`src/rtl/bin_to_seg_seq.sv`:
```
// Purpose : sequential binary-to-7-segment converter (double-dabble, DIGITS active-low digits).
// Latency : done pulses in the (WIDTH+1)th cycle after the accepting edge; seg updates on that edge.
// Backpr. : start is ignored while busy=1; optional macro LEADING_ZERO_BLANK_EN blanks leading zeros.
module bin_to_seg_seq #(
    parameter int WIDTH  = 8,
    parameter int DIGITS = 3
) (
    input  logic                  clk,
    input  logic                  rst,
    input  logic                  start,
    input  logic [WIDTH-1:0]      v,
    output logic                  busy,
    output logic                  done,
    output logic [7*DIGITS-1:0]   seg
);

    localparam int CNT_W = $clog2(WIDTH + 1);

    function automatic longint pow10(input int n);
        longint p;
        p = 1;
        for (int i = 0; i < n; i++) begin
            p = p * 10;
        end
        return p;
    endfunction

    localparam longint MAX_VAL = (longint'(1) << WIDTH) - 1;

    // Reject configurations whose display cannot hold the largest input value.
    generate
        if (WIDTH < 1 || WIDTH > 16) begin : g_bad_width
            $error("bin_to_seg_seq: WIDTH must be in 1..16");
        end
        if (DIGITS < 1 || pow10(DIGITS) <= MAX_VAL) begin : g_bad_digits
            $error("bin_to_seg_seq: DIGITS too small, need 10**DIGITS > 2**WIDTH-1");
        end
    endgenerate

    typedef enum logic [1:0] {
        IDLE  = 2'd0,
        SHIFT = 2'd1,
        OUT   = 2'd2
    } state_t;

    state_t                 state_q, state_d;
    logic [WIDTH-1:0]       bin_q, bin_d;
    logic [4*DIGITS-1:0]    bcd_q, bcd_d, bcd_adj;
    logic [CNT_W-1:0]       cnt_q, cnt_d;
    logic [7*DIGITS-1:0]    seg_q, seg_d;

    // One BCD digit to active-low segments, bit order g..a.
    function automatic logic [6:0] seg7(input logic [3:0] d);
        case (d)
            4'd0:    seg7 = 7'h40;
            4'd1:    seg7 = 7'h79;
            4'd2:    seg7 = 7'h24;
            4'd3:    seg7 = 7'h30;
            4'd4:    seg7 = 7'h19;
            4'd5:    seg7 = 7'h12;
            4'd6:    seg7 = 7'h02;
            4'd7:    seg7 = 7'h78;
            4'd8:    seg7 = 7'h00;
            4'd9:    seg7 = 7'h10;
            default: seg7 = 7'h7F;
        endcase
    endfunction

    // Whole BCD register to segment pattern; the ones digit is never blanked.
    function automatic logic [7*DIGITS-1:0] encode(input logic [4*DIGITS-1:0] bcd);
        logic [7*DIGITS-1:0] r;
`ifdef LEADING_ZERO_BLANK_EN
        logic lead;
        r    = '1;
        lead = 1'b1;
        for (int k = DIGITS - 1; k >= 0; k--) begin
            if (bcd[4*k +: 4] != 4'd0 || k == 0) begin
                lead = 1'b0;
            end
            r[7*k +: 7] = lead ? 7'h7F : seg7(bcd[4*k +: 4]);
        end
`else
        r = '1;
        for (int k = 0; k < DIGITS; k++) begin
            r[7*k +: 7] = seg7(bcd[4*k +: 4]);
        end
`endif
        return r;
    endfunction

    // State register; reset wins over everything, including a conversion in flight.
    always_ff @(posedge clk) begin
        if (rst) begin
            state_q <= IDLE;
        end else begin
            state_q <= state_d;
        end
    end

    // Next state: IDLE accepts start, SHIFT runs WIDTH cycles, OUT lasts one cycle.
    always_comb begin
        state_d = state_q;
        case (state_q)
            IDLE:    if (start) state_d = SHIFT;
            SHIFT:   if (cnt_q == CNT_W'(1)) state_d = OUT;
            OUT:     state_d = IDLE;
            default: state_d = IDLE;
        endcase
    end

    // Outputs decoded from state only.
    always_comb begin
        busy = (state_q != IDLE);
        done = (state_q == OUT);
    end

    // Datapath next state: capture, double-dabble step, and the final segment load.
    always_comb begin
        bin_d   = bin_q;
        bcd_d   = bcd_q;
        cnt_d   = cnt_q;
        seg_d   = seg_q;
        bcd_adj = bcd_q;
        for (int k = 0; k < DIGITS; k++) begin
            if (bcd_q[4*k +: 4] >= 4'd5) begin
                bcd_adj[4*k +: 4] = bcd_q[4*k +: 4] + 4'd3;
            end
        end
        case (state_q)
            IDLE: begin
                if (start) begin
                    bin_d = v;
                    bcd_d = '0;
                    cnt_d = CNT_W'(WIDTH);
                end
            end
            SHIFT: begin
                {bcd_d, bin_d} = {bcd_adj, bin_q} << 1;
                cnt_d          = cnt_q - 1'b1;
                // The last shift lands on the edge that enters OUT, so seg
                // changes exactly when done rises.
                if (cnt_q == CNT_W'(1)) begin
                    seg_d = encode(bcd_d);
                end
            end
            default: begin
            end
        endcase
    end

    // Datapath registers; reset blanks every digit.
    always_ff @(posedge clk) begin
        if (rst) begin
            bin_q <= '0;
            bcd_q <= '0;
            cnt_q <= '0;
            seg_q <= '1;
        end else begin
            bin_q <= bin_d;
            bcd_q <= bcd_d;
            cnt_q <= cnt_d;
            seg_q <= seg_d;
        end
    end

    assign seg = seg_q;

endmodule

```
`config.mk`:
```
export PLATFORM = sky130hd
export DESIGN_NAME = bin_to_seg_seq
export DESIGN_NICKNAME = d
export VERILOG_FILES = /design/src/rtl/bin_to_seg_seq.sv
export SDC_FILE = /design/constraint.sdc
export NUM_CORES = 1
export LEC_CHECK = 0
export CAP_MARGIN = 20
export CORE_ASPECT_RATIO = 0.5
export CORE_MARGIN = 2
export CORE_UTILIZATION = 45
export DETAILED_ROUTE_END_ITERATION = 10
export DONT_BUFFER_PORTS = 1
export GPL_TIMING_DRIVEN = 0
export HOLD_SLACK_MARGIN = 0.02
export MAX_ROUTING_LAYER = met4
export SLEW_MARGIN = 5
export SYNTH_ARGS = -nofsm -noshare
export SYNTH_HDL_FRONTEND = slang
export SYNTH_SLANG_ARGS = --single-unit
```
`constraint.sdc`:
```
create_clock -name clk -period 2.3 [get_ports clk]
set_input_delay 0.575 -clock clk [delete_from_list [all_inputs] [get_ports clk]]
set_output_delay 0.575 -clock clk [all_outputs]
set_load 0.01 [all_outputs]
```
==> results of run 1 <==
## final timing paths
path,slack [ps],start,cells after the start,end
setup / recovery,90,bcd_q[1],10,seg[6]
hold / removal,470,bin_q[6],2,bin_q[6]
setup reg to reg,90,bcd_q[1],10,seg[6]
hold reg to reg,470,bin_q[6],2,bin_q[6]
## placed cells by master, fill, tap and decap left out, types with 5 or more instances in the layout
cell,instances
nor2b_1,7
clkbuf_1,9
buf_4,8
a211oi_1,13
ha_1,13
nor2_1,39
a21oi_1,28
inv_1,16
o21ai_0,27
dfxtp_1,44
nor3_1,17
clkbuf_16,5
nand2_1,21
## flip-flops by register name, summed over array words and instances (netlist names)
signal	count
seg	21
bcd_q	12
bin_q	8
cnt_q	4
state_q	2
## worst reg2reg max path, delay by kind of cell (launching register included)
kind	cells	cell delay [ps]
xor+xnor	1	130
simple gates	1	170
fa+ha+maj	2	380
flops	1	380
compound gates	3	760
buf+inv	3	270
## cell families after synthesis
kind of cell | after synthesis
flops | 47
mux | 1
compound gates | 115
xor+xnor | 4
fa+ha+maj | 17
simple gates | 118
buf+inv | 38
## metal layers
metal,up-vias,wire length [um],global-route usage [%]
met5,-,0,-
met4,0,95,7.84
met3,10,244,4.81
met2,37,3060,34.2
met1,1160,3360,29.0
li1,1245,-,-
## report_power, final
group | internal, mW | switching, mW
registers | 0.847 | 0.0311
logic | 0.0787 | 0.108
clock network | 0.508 | 0.310
total | 1.43 | 0.450
## through the flow
stage	hold slack [ps]	instances	utilization (%)	setup TNS [ps]	setup WS, ps
2_1_floorplan	437	340	-	0	78.3
3_3_place_gp	449	417	47.7	-850	-193
3_5_place_dp	458	417	47.7	-985	-210
4_1_cts	467	426	51.5	0	3.40
5_1_grt	512	431	53.3	0	1.43
6_report	469	431	53.3	0	94.4
## layout make-up
class                      count  area share, %
buffer                        19           3.81
clock buffer                   6           4.04
clock inverter                 1          0.942
inverter                      18           2.12
multi-input combinational    255           54.5
sequential                    47           29.7
tap                           77           3.02
timing repair buffer           8           1.88
## what timing repair did
item / CTS / global route
setup buffers: 2 / 6
setup endpoints to repair: 10 / 11
pin swaps: 1 / 3
resized for setup: 14 / 16
gates cloned: 0 / 0
==> metrics.md, run 1 <==
| Metric | Value |
|---|---|
| CP most frequent cell | inv_1 |
| Max-slew violations | 0 |
| CTS buffer count | 5 |
| Min Tclk post-route | 2210 ps |
| Synth Area per Inst | 8.10 um^2 |
| Clk_lat worst skew | 290 ps |
| Final Skew | 4.31 ps |
| Ports | 34 |
| Critical Path Sink Type | register |
| Share of the synthesized area in the top cell type | 34.2% |
| Initial antenna violation count | 0 |
| Gr usage total | 22.2% |
| Worst slew pin tran | 564 ps |
| Setup violators final | 0 |
| Post-Synthesis Cell Area | 0.00276 mm^2 |
| #FFs+latches synth | 47 |
| Compound-gate portion of the synthesized area | 28.0% |
| Main combinational cell family by area after synthesis | compound AO/OA/AOI/OAI gates |
| Status | completed |
| Family with the most delay on the worst path | compound AO/OA/AOI/OAI gates |
| Chip width | 115 um |
| Reg clk slew, reported paths | 60 ps |
| Vias per cell | 5.69 |
| Post-Synth Simple-Gate Area | 21.5% |
| Fin. Hold Viols | 0 |
| Vias | 2452 |
| Port-buffer cells | 0 |
| Max-cap violations | 0 |
| Wire per inst | 15.7 um |
| Final total power | 1.88 mW |
| DRT Wirelength | 6770 um |
| Synth unique cells | 58 |
| P&R area growth vs syn | 15.7% |
| Diodes inserted | 0 |
| Final #Nets | 382 |
| Synth Area in XOR/XNOR | 1.27% |
| P_leak | 1.26 nW |
| Cells after Synth | 340 |
| Vias in the first global route | 2380 |
| Fmax | 453 MHz |
| Router iterations before antenna repair | 4 |
| Multiplexer share of the synthesized area | 0.409% |
| GRT overflow | 0 |
| Initial drt markers | 153 |
| CTS H-tree depth | 2 |
| Slowest-stage cell, CP | dfxtp_4 |
| Post-Synth Adder-Cell Area | 7.72% |
| Pin count of the biggest net entering global routing | 14 |
| Worst-path maximum fanout | 5 |
| Synth top cells by count | dfxtp_1 (47), nor2_1 (40), a21oi_1 (30) |
| Mapped Nets | 368 |
| Filler instances | 565 |
| Dominant synthesized flop cell | dfxtp_1 |
| Post-synth EDFFs | 0 |
| # hold bufs at CTS | 0 |
| Largest area contributor in the netlist | dfxtp_1 |
| Critical path's largest stage delay | 380 ps |
| Largest cells by area after synthesis | dfxtp_1 (34%), ha_1 (7.7%), a21oi_1 (5.4%) |
| Sink Count | 47 |
| Final Cycle Share | 95.9% |
| Core outline area | 0.00598 mm^2 |
| Yosys warnings | 0 |
| Most numerous cell in the Yosys netlist | dfxtp_1 |
| Final ANT Viol Nets | 0 |
| Global-route wire length before repair | 11300 um |
| Max rail drop VDD | 0.000422 V |
| CTS tree | built |
| Synth async-reset ratio | 0% |
| Initial Util | 46.1% |
| Slew margin rel. | 62.4% |
| Die area | 0.00680 mm^2 |
| Power per Cell Area | 591 mW/mm^2 |
| Post-DP HPWL | 4830 um |
| Post-route DRC | 0 |
| RSZ-0062 raised after global routing | false |
| Worst EP arrival | 2390 ps |
| HP Class | reg -> reg |
| Final instance area | 0.00319 mm^2 |
| Placed instance area | 0.00285 mm^2 |
| Std-Cell Rows | 20 |
| Worst-path cell chain | inv_1 -> ha_2 -> nand2b_4 -> a21oi_2 -> xnor2_1 -> buf_4 -> inv_1 -> ha_1 -> o31a_1 -> a221o_1 |
| GPL Wtd Cong | 0.862 |
| Layout cell share with drive strength beyond 1 | 17.5% |
| Clock buffer depth | 2 |
| CP Buf/Inv Count | 3 |
| CP required | 2480 ps |
| Reg area | 947 um^2 |
| Root Driver | clkbuf_16 |
| Critical path class | reg -> reg |
| Crit start category | register |
| Area occupied by multi-input gates | 0.00174 mm^2 |
| Die Height | 59.3 um |
| Register area share after synthesis | 34.2% |
Note: power is estimated with default switching activity, not from simulation.
==> run 2, diff against run 1 <==
ABC_AREA = 1   (was unset)
CORE_MARGIN = unset   (was 2)
==> metrics.md, run 2 <==
| Metric | Value |
|---|---|
| Setup repair bufs after CTS | 0 |
| Filler instances | 537 |
| Reg area | 942 um^2 |
| GPL Wtd Cong | 0.856 |
| Largest cells by area after synthesis | dfxtp_1 (36%), nand2_1 (13%), ha_1 (8.1%) |
| Critical path class | reg -> reg |
| Most common cell after layout, fill and taps aside | nand2_1 |
| R2R cell count | 13 |
| Multiplexer share of the synthesized area | 0% |
| Largest area contributor in the netlist | dfxtp_1 |
| Min Tclk post-route | 2100 ps |
| # hold bufs at CTS | 0 |
| P&R area growth vs syn | 10.2% |
| Final #Nets | 383 |
| Port-buffer cells | 0 |
| Slowest-stage cell, CP | dfxtp_2 |
| Area occupied by multi-input gates | 0.00148 mm^2 |
| Worst reg2reg path startpoint | bcd_q[0] |
| Slew margin rel. | 58.9% |
| Reg2reg setup slack | 200 ps |
| Critical Path Sink Type | register |
| Initial Util | 47.3% |
| Post-Synthesis Cell Area | 0.00262 mm^2 |
| Synth Area per Inst | 7.54 um^2 |
| HP Class | in -> reg |
| Post-Synth Simple-Gate Area | 29.5% |
| Final Cycle Share | 91.2% |
| Post-route DRC | 0 |
| CTS tree | built |
| Die Height | 56.0 um |
| Fin. Hold Viols | 0 |
| CTS H-tree depth | 2 |
| Layout cell share with drive strength beyond 1 | 14.6% |
| Register area share after synthesis | 35.9% |
| Clock buffer depth | 2 |
| #FFs+latches synth | 47 |
| Root Driver | clkbuf_16 |
| WHS Path Cells | 2 |
| Worst-path maximum fanout | 7 |
| Max FFs per register | 21 |
| Synth unique cells | 34 |
| Final total power | 1.91 mW |
| Yosys warnings | 0 |
| Share of the synthesized area in the top cell type | 35.9% |
| Power per Cell Area | 662 mW/mm^2 |
| Worst EP arrival | 2290 ps |
| Placed cell count | 421 |
| Diodes inserted | 0 |
| Post-CTS Resized | 2 |
| Max-slew violations | 0 |
| Gr usage total | 21.2% |
| Commonest cells after routing, fill and taps aside | nand2_1 (93), dfxtp_1 (46), inv_1 (34) |
| RSZ-0062 raised after global routing | false |
| Worst slew pin tran | 617 ps |
| Critical R2R Capture | seg[10] |
| Reg clk slew, reported paths | 70 ps |
| Sink Count | 47 |
| Synth async-reset ratio | 0% |
| Post-synth EDFFs | 0 |
| Cells after Synth | 348 |
| Hold Crit Start | v[0] |
| Main combinational cell family by area after synthesis | simple AND/OR/NAND/NOR gates |
| CP required | 2490 ps |
| Fmax | 477 MHz |
| Synth Area in XOR/XNOR | 2.67% |
| Post-DP HPWL | 4360 um |
| Final ANT Viol Nets | 0 |
| Most numerous cell in the Yosys netlist | nand2_1 |
| Vias in the first global route | 2074 |
| Core outline area | 0.00554 mm^2 |
| GRT overflow | 0 |
| CP most frequent cell | nand2_1 |
| Mapped Nets | 376 |
| DRT Wirelength | 5850 um |
| Wire per inst | 13.6 um |
| Status | completed |
| Die area | 0.00616 mm^2 |
| Max-cap violations | 0 |
| Critical path's largest stage delay | 400 ps |
| Initial drt markers | 96 |
| Global-route wire length before repair | 9450 um |
| Ports | 34 |
| Std-Cell Rows | 19 |
| Dominant synthesized flop cell | dfxtp_1 |
| Max rail drop VDD | 0.000345 V |
| Initial antenna violation count | 0 |
| Crit start category | register |
| Clk_lat worst skew | 290 ps |
| Setup violators final | 0 |
| Final Skew | 9.33 ps |
| Worst-path cell chain | inv_1 -> ha_1 -> nor2_4 -> nor2_8 -> a21oi_4 -> inv_1 -> ha_1 -> inv_1 -> nand2_1 -> nand3_1 -> nand2_1 -> nand2_1 -> nand2_1 |
| Chip width | 110 um |
| Worst hold path endpoint | bin_q[0] |
| Router iterations before antenna repair | 4 |
| Vias | 2231 |
| Pin count of the biggest net entering global routing | 16 |
| P_leak | 1.31 nW |
| Post-Synth Adder-Cell Area | 8.11% |
| Compound-gate portion of the synthesized area | 15.4% |
| Non-Filler Instances | 429 |
| CTS buffer count | 5 |
| Synth top cells by count | nand2_1 (93), dfxtp_1 (47), inv_1 (34) |
| Vias per cell | 5.20 |
==> run 2: cell count changes after synthesis, moves of 15 or more <==
cell      delta
a211oi_1    -15
inv_1       +16
nand2_1     +72
nand3_1     +28
nor2_1      -31
nor3_1      -19
o21ai_0     -20
==> run 2: stage by stage <==
stage,utilization (%),hold WS (ps),setup TNS (ps),setup WS (ps),instance area (um^2)
final,52.2,424,0,203,2890
after global routing,52.2,446,0,24.3,2890
after CTS,51.9,424,0,95.6,2870
after detailed placement,49.0,465,-302,-185,2710
after global placement,49.0,459,-171,-137,2710
after floorplan,-,447,0,248,2620
==> run 2: worst max-delay path, delay by kind of cell (launching register included) <==
kind / cells / cell delay, ps
flops: 1 / 400
buf+inv: 3 / 290
compound gates: 1 / 180
simple gates: 7 / 580
fa+ha+maj: 2 / 540
==> run 2: cells by family (layout without fill, tap and decap cells) <==
group                    count (synthesis)  count (layout)
AND/OR/NAND/NOR                        160             160
XOR/XNOR                                 5               5
adder cells (fa/ha/maj)                 17              17
flip-flops                              47              47
AO/OA/AOI/OAI                           67              67
buffers and inverters                   52              60
==> run 2: layout make-up <==
class	count	area share (%)
Multi-Input combinational cell	249	51.1
Sequential cell	47	32.6
Inverter	43	5.76
Clock buffer	6	4.81
Tap cell	73	3.16
Buffer	9	1.95
Clock inverter	2	0.563
==> run 2: power by group <==
group | total, mW | switching [mW] | internal, mW
clock network | 0.763 | 0.328 | 0.435
logic | 0.229 | 0.148 | 0.0806
registers | 0.921 | 0.0493 | 0.872
total | 1.91 | 0.525 | 1.39
==> run 2: worst max path at each step <==
stage / from / endpoint / slack (ps) / cells after the start
final: bcd_q[0] / seg[10] / 200 / 13
after global routing: bcd_q[0] / seg[10] / 20 / 13
after CTS: bcd_q[0] / seg[10] / 100 / 13
after detailed placement: bcd_q[0] / seg[10] / -180 / 13
after global placement: bcd_q[0] / seg[10] / -140 / 13
after floorplan: bcd_q[0] / seg[10] / 250 / 13
==> run 2: layer usage <==
| layer | global-route usage, % | part of all wire [%] |
|---|---|---|
| met5 | - | 0 |
| met4 | 7.24 | 1.8 |
| met3 | 5.85 | 5.7 |
| met2 | 33.0 | 43 |
| met1 | 26.4 | 49 |
==> run 3, diff against run 2 <==
PLACE_DENSITY = 0.69   (was unset)
==> metrics.md, run 3 (synthesized netlist as in run 2, its figures left out) <==
| Metric | Value |
|---|---|
| Diodes inserted | 0 |
| Family with the most delay on the worst path | simple AND/OR/NAND/NOR gates |
| Final Skew | 8.95 ps |
| Post-DP HPWL | 4270 um |
| Initial Util | 47.3% |
| Power per Cell Area | 689 mW/mm^2 |
| Die Height | 56.0 um |
| Placed cell count | 421 |
| Final instance area | 0.00290 mm^2 |
| Core outline area | 0.00554 mm^2 |
| Router iterations before antenna repair | 5 |
| Global-route wire length before repair | 9650 um |
| Final Cycle Share | 90.4% |
| RSZ-0062 raised after global routing | false |
| Ports | 34 |
| Post-layout util | 52.3% |
| Status | completed |
| Most common cell after layout, fill and taps aside | nand2_1 |
| # hold bufs at CTS | 0 |
| Vias in the first global route | 2088 |
| Crit start category | register |
| Pin count of the biggest net entering global routing | 17 |
| Setup repair bufs after CTS | 0 |
| Max-slew violations | 0 |
| Wire per inst | 13.5 um |
| Slowest-stage cell, CP | dfxtp_2 |
| Die area | 0.00616 mm^2 |
| P&R area growth vs syn | 10.5% |
| CTS H-tree depth | 2 |
| Clock buffer depth | 2 |
| CP Buf/Inv Count | 3 |
| Clk_lat worst skew | 300 ps |
| Max-cap violations | 0 |
| CP most frequent cell | nand2_1 |
| Port-buffer cells | 0 |
| Max rail drop VDD | 0.000349 V |
| Final total power | 2.00 mW |
| HP Class | in -> reg |
| GPL Wtd Cong | 0.878 |
| Vias | 2232 |
| Critical path class | reg -> reg |
| Slew margin rel. | 62.7% |
| Commonest cells after routing, fill and taps aside | nand2_1 (93), dfxtp_1 (46), inv_1 (34) |
| Chip width | 110 um |
| Fmax | 481 MHz |
| Setup violators final | 0 |
| CP required | 2490 ps |
| Critical path's largest stage delay | 410 ps |
| Non-Filler Instances | 429 |
| DRT Wirelength | 5780 um |
| Gr usage total | 21.1% |
| Layout cell share with drive strength beyond 1 | 14.3% |
| Worst EP arrival | 2260 ps |
| Critical Path Sink Type | register |
| Post-route DRC | 0 |
| Initial drt markers | 150 |
| Worst slew pin tran | 555 ps |
| Min Tclk post-route | 2080 ps |
| Final #Nets | 383 |
| Final ANT Viol Nets | 0 |
| Vias per cell | 5.20 |
| CTS tree | built |
| Filler instances | 515 |
| Fin. Hold Viols | 0 |
| Initial antenna violation count | 0 |
| Reg clk slew, reported paths | 70 ps |
| Worst-path maximum fanout | 7 |
| Worst-path cell chain | inv_1 -> ha_1 -> nor2_4 -> nor2_8 -> a21oi_4 -> inv_1 -> ha_1 -> inv_1 -> nand2_1 -> nand3_1 -> nand2_1 -> nand2_1 -> nand2_1 |
| Worst Hold Margin | 424 ps |
| Sink Count | 47 |
| Root Driver | clkbuf_16 |
| GRT overflow | 0 |
| P_leak | 1.32 nW |
| Max FFs per register | 21 |
| Std-Cell Rows | 19 |
| CTS buffer count | 5 |
| Placed instance area | 0.00271 mm^2 |
-- run 3: cell types whose count changed in the layout (fill, tap and decap cells not counted) --
cell | before | now
xor2_2 | 2 | 1
bufinv_16 | 0 | 1
clkinvlp_4 | 1 | 0
xor2_1 | 2 | 3
inv_6 | 0 | 1
clkbuf_8 | 1 | 0
-- run 3: metrics by stage --
step | setup slack, ps | TNS (ps)
floorplan | 248 | 0
global placement | -28.5 | -28.5
detailed placement | -43.7 | -43.7
CTS | 55.9 | 0
global route | 33.1 | 0
finish | 222 | 0
-- run 3: path summary, 6_finish.rpt --
| kind | startpoint | to | slack, ps | cells past startpoint |
|---|---|---|---|---|
| max | bcd_q[0] | seg[10] | 220 | 13 |
| min | v[0] | bin_q[0] | 420 | 2 |
| max reg2reg | bcd_q[0] | seg[10] | 220 | 13 |
| min reg2reg | bin_q[3] | bin_q[3] | 470 | 2 |
-- run 3: metal layers --
| layer | track usage, % | up-vias | routed length, um |
|---|---|---|---|
| met5 | - | - | 0 |
| met2 | 33.6 | 49 | 2650 |
| met4 | 6.86 | 0 | 69 |
| met3 | 5.27 | 7 | 322 |
| li1 | - | 1168 | - |
| met1 | 26.2 | 1008 | 2740 |
-- run 3: power breakdown --
part	switching, mW	internal [mW]	leakage, nW
Clock	0.328	0.519	0.0844
Combinational	0.149	0.0806	0.853
Sequential	0.0495	0.872	0.383
Total	0.526	1.47	1.32
-- run 3: area by class of cell --
cell class / count / area (um^2) / share of cell area, %
Multi-Input combinational cell: 249 / 1470 / 50.7
Sequential cell: 47 / 942 / 32.5
Inverter: 43 / 166 / 5.74
Clock buffer: 5 / 125 / 4.32
Tap cell: 73 / 91.3 / 3.15
Buffer: 9 / 56.3 / 1.94
Clock inverter: 3 / 47.5 / 1.64
-- run 3: timing repair --
item | 4_1_cts | 5_1_grt
pin swaps | 0 | 0
endpoints found under the setup margin | 3 | 4
resized for setup | 1 | 2
endpoints found under the hold margin | 0 | 0
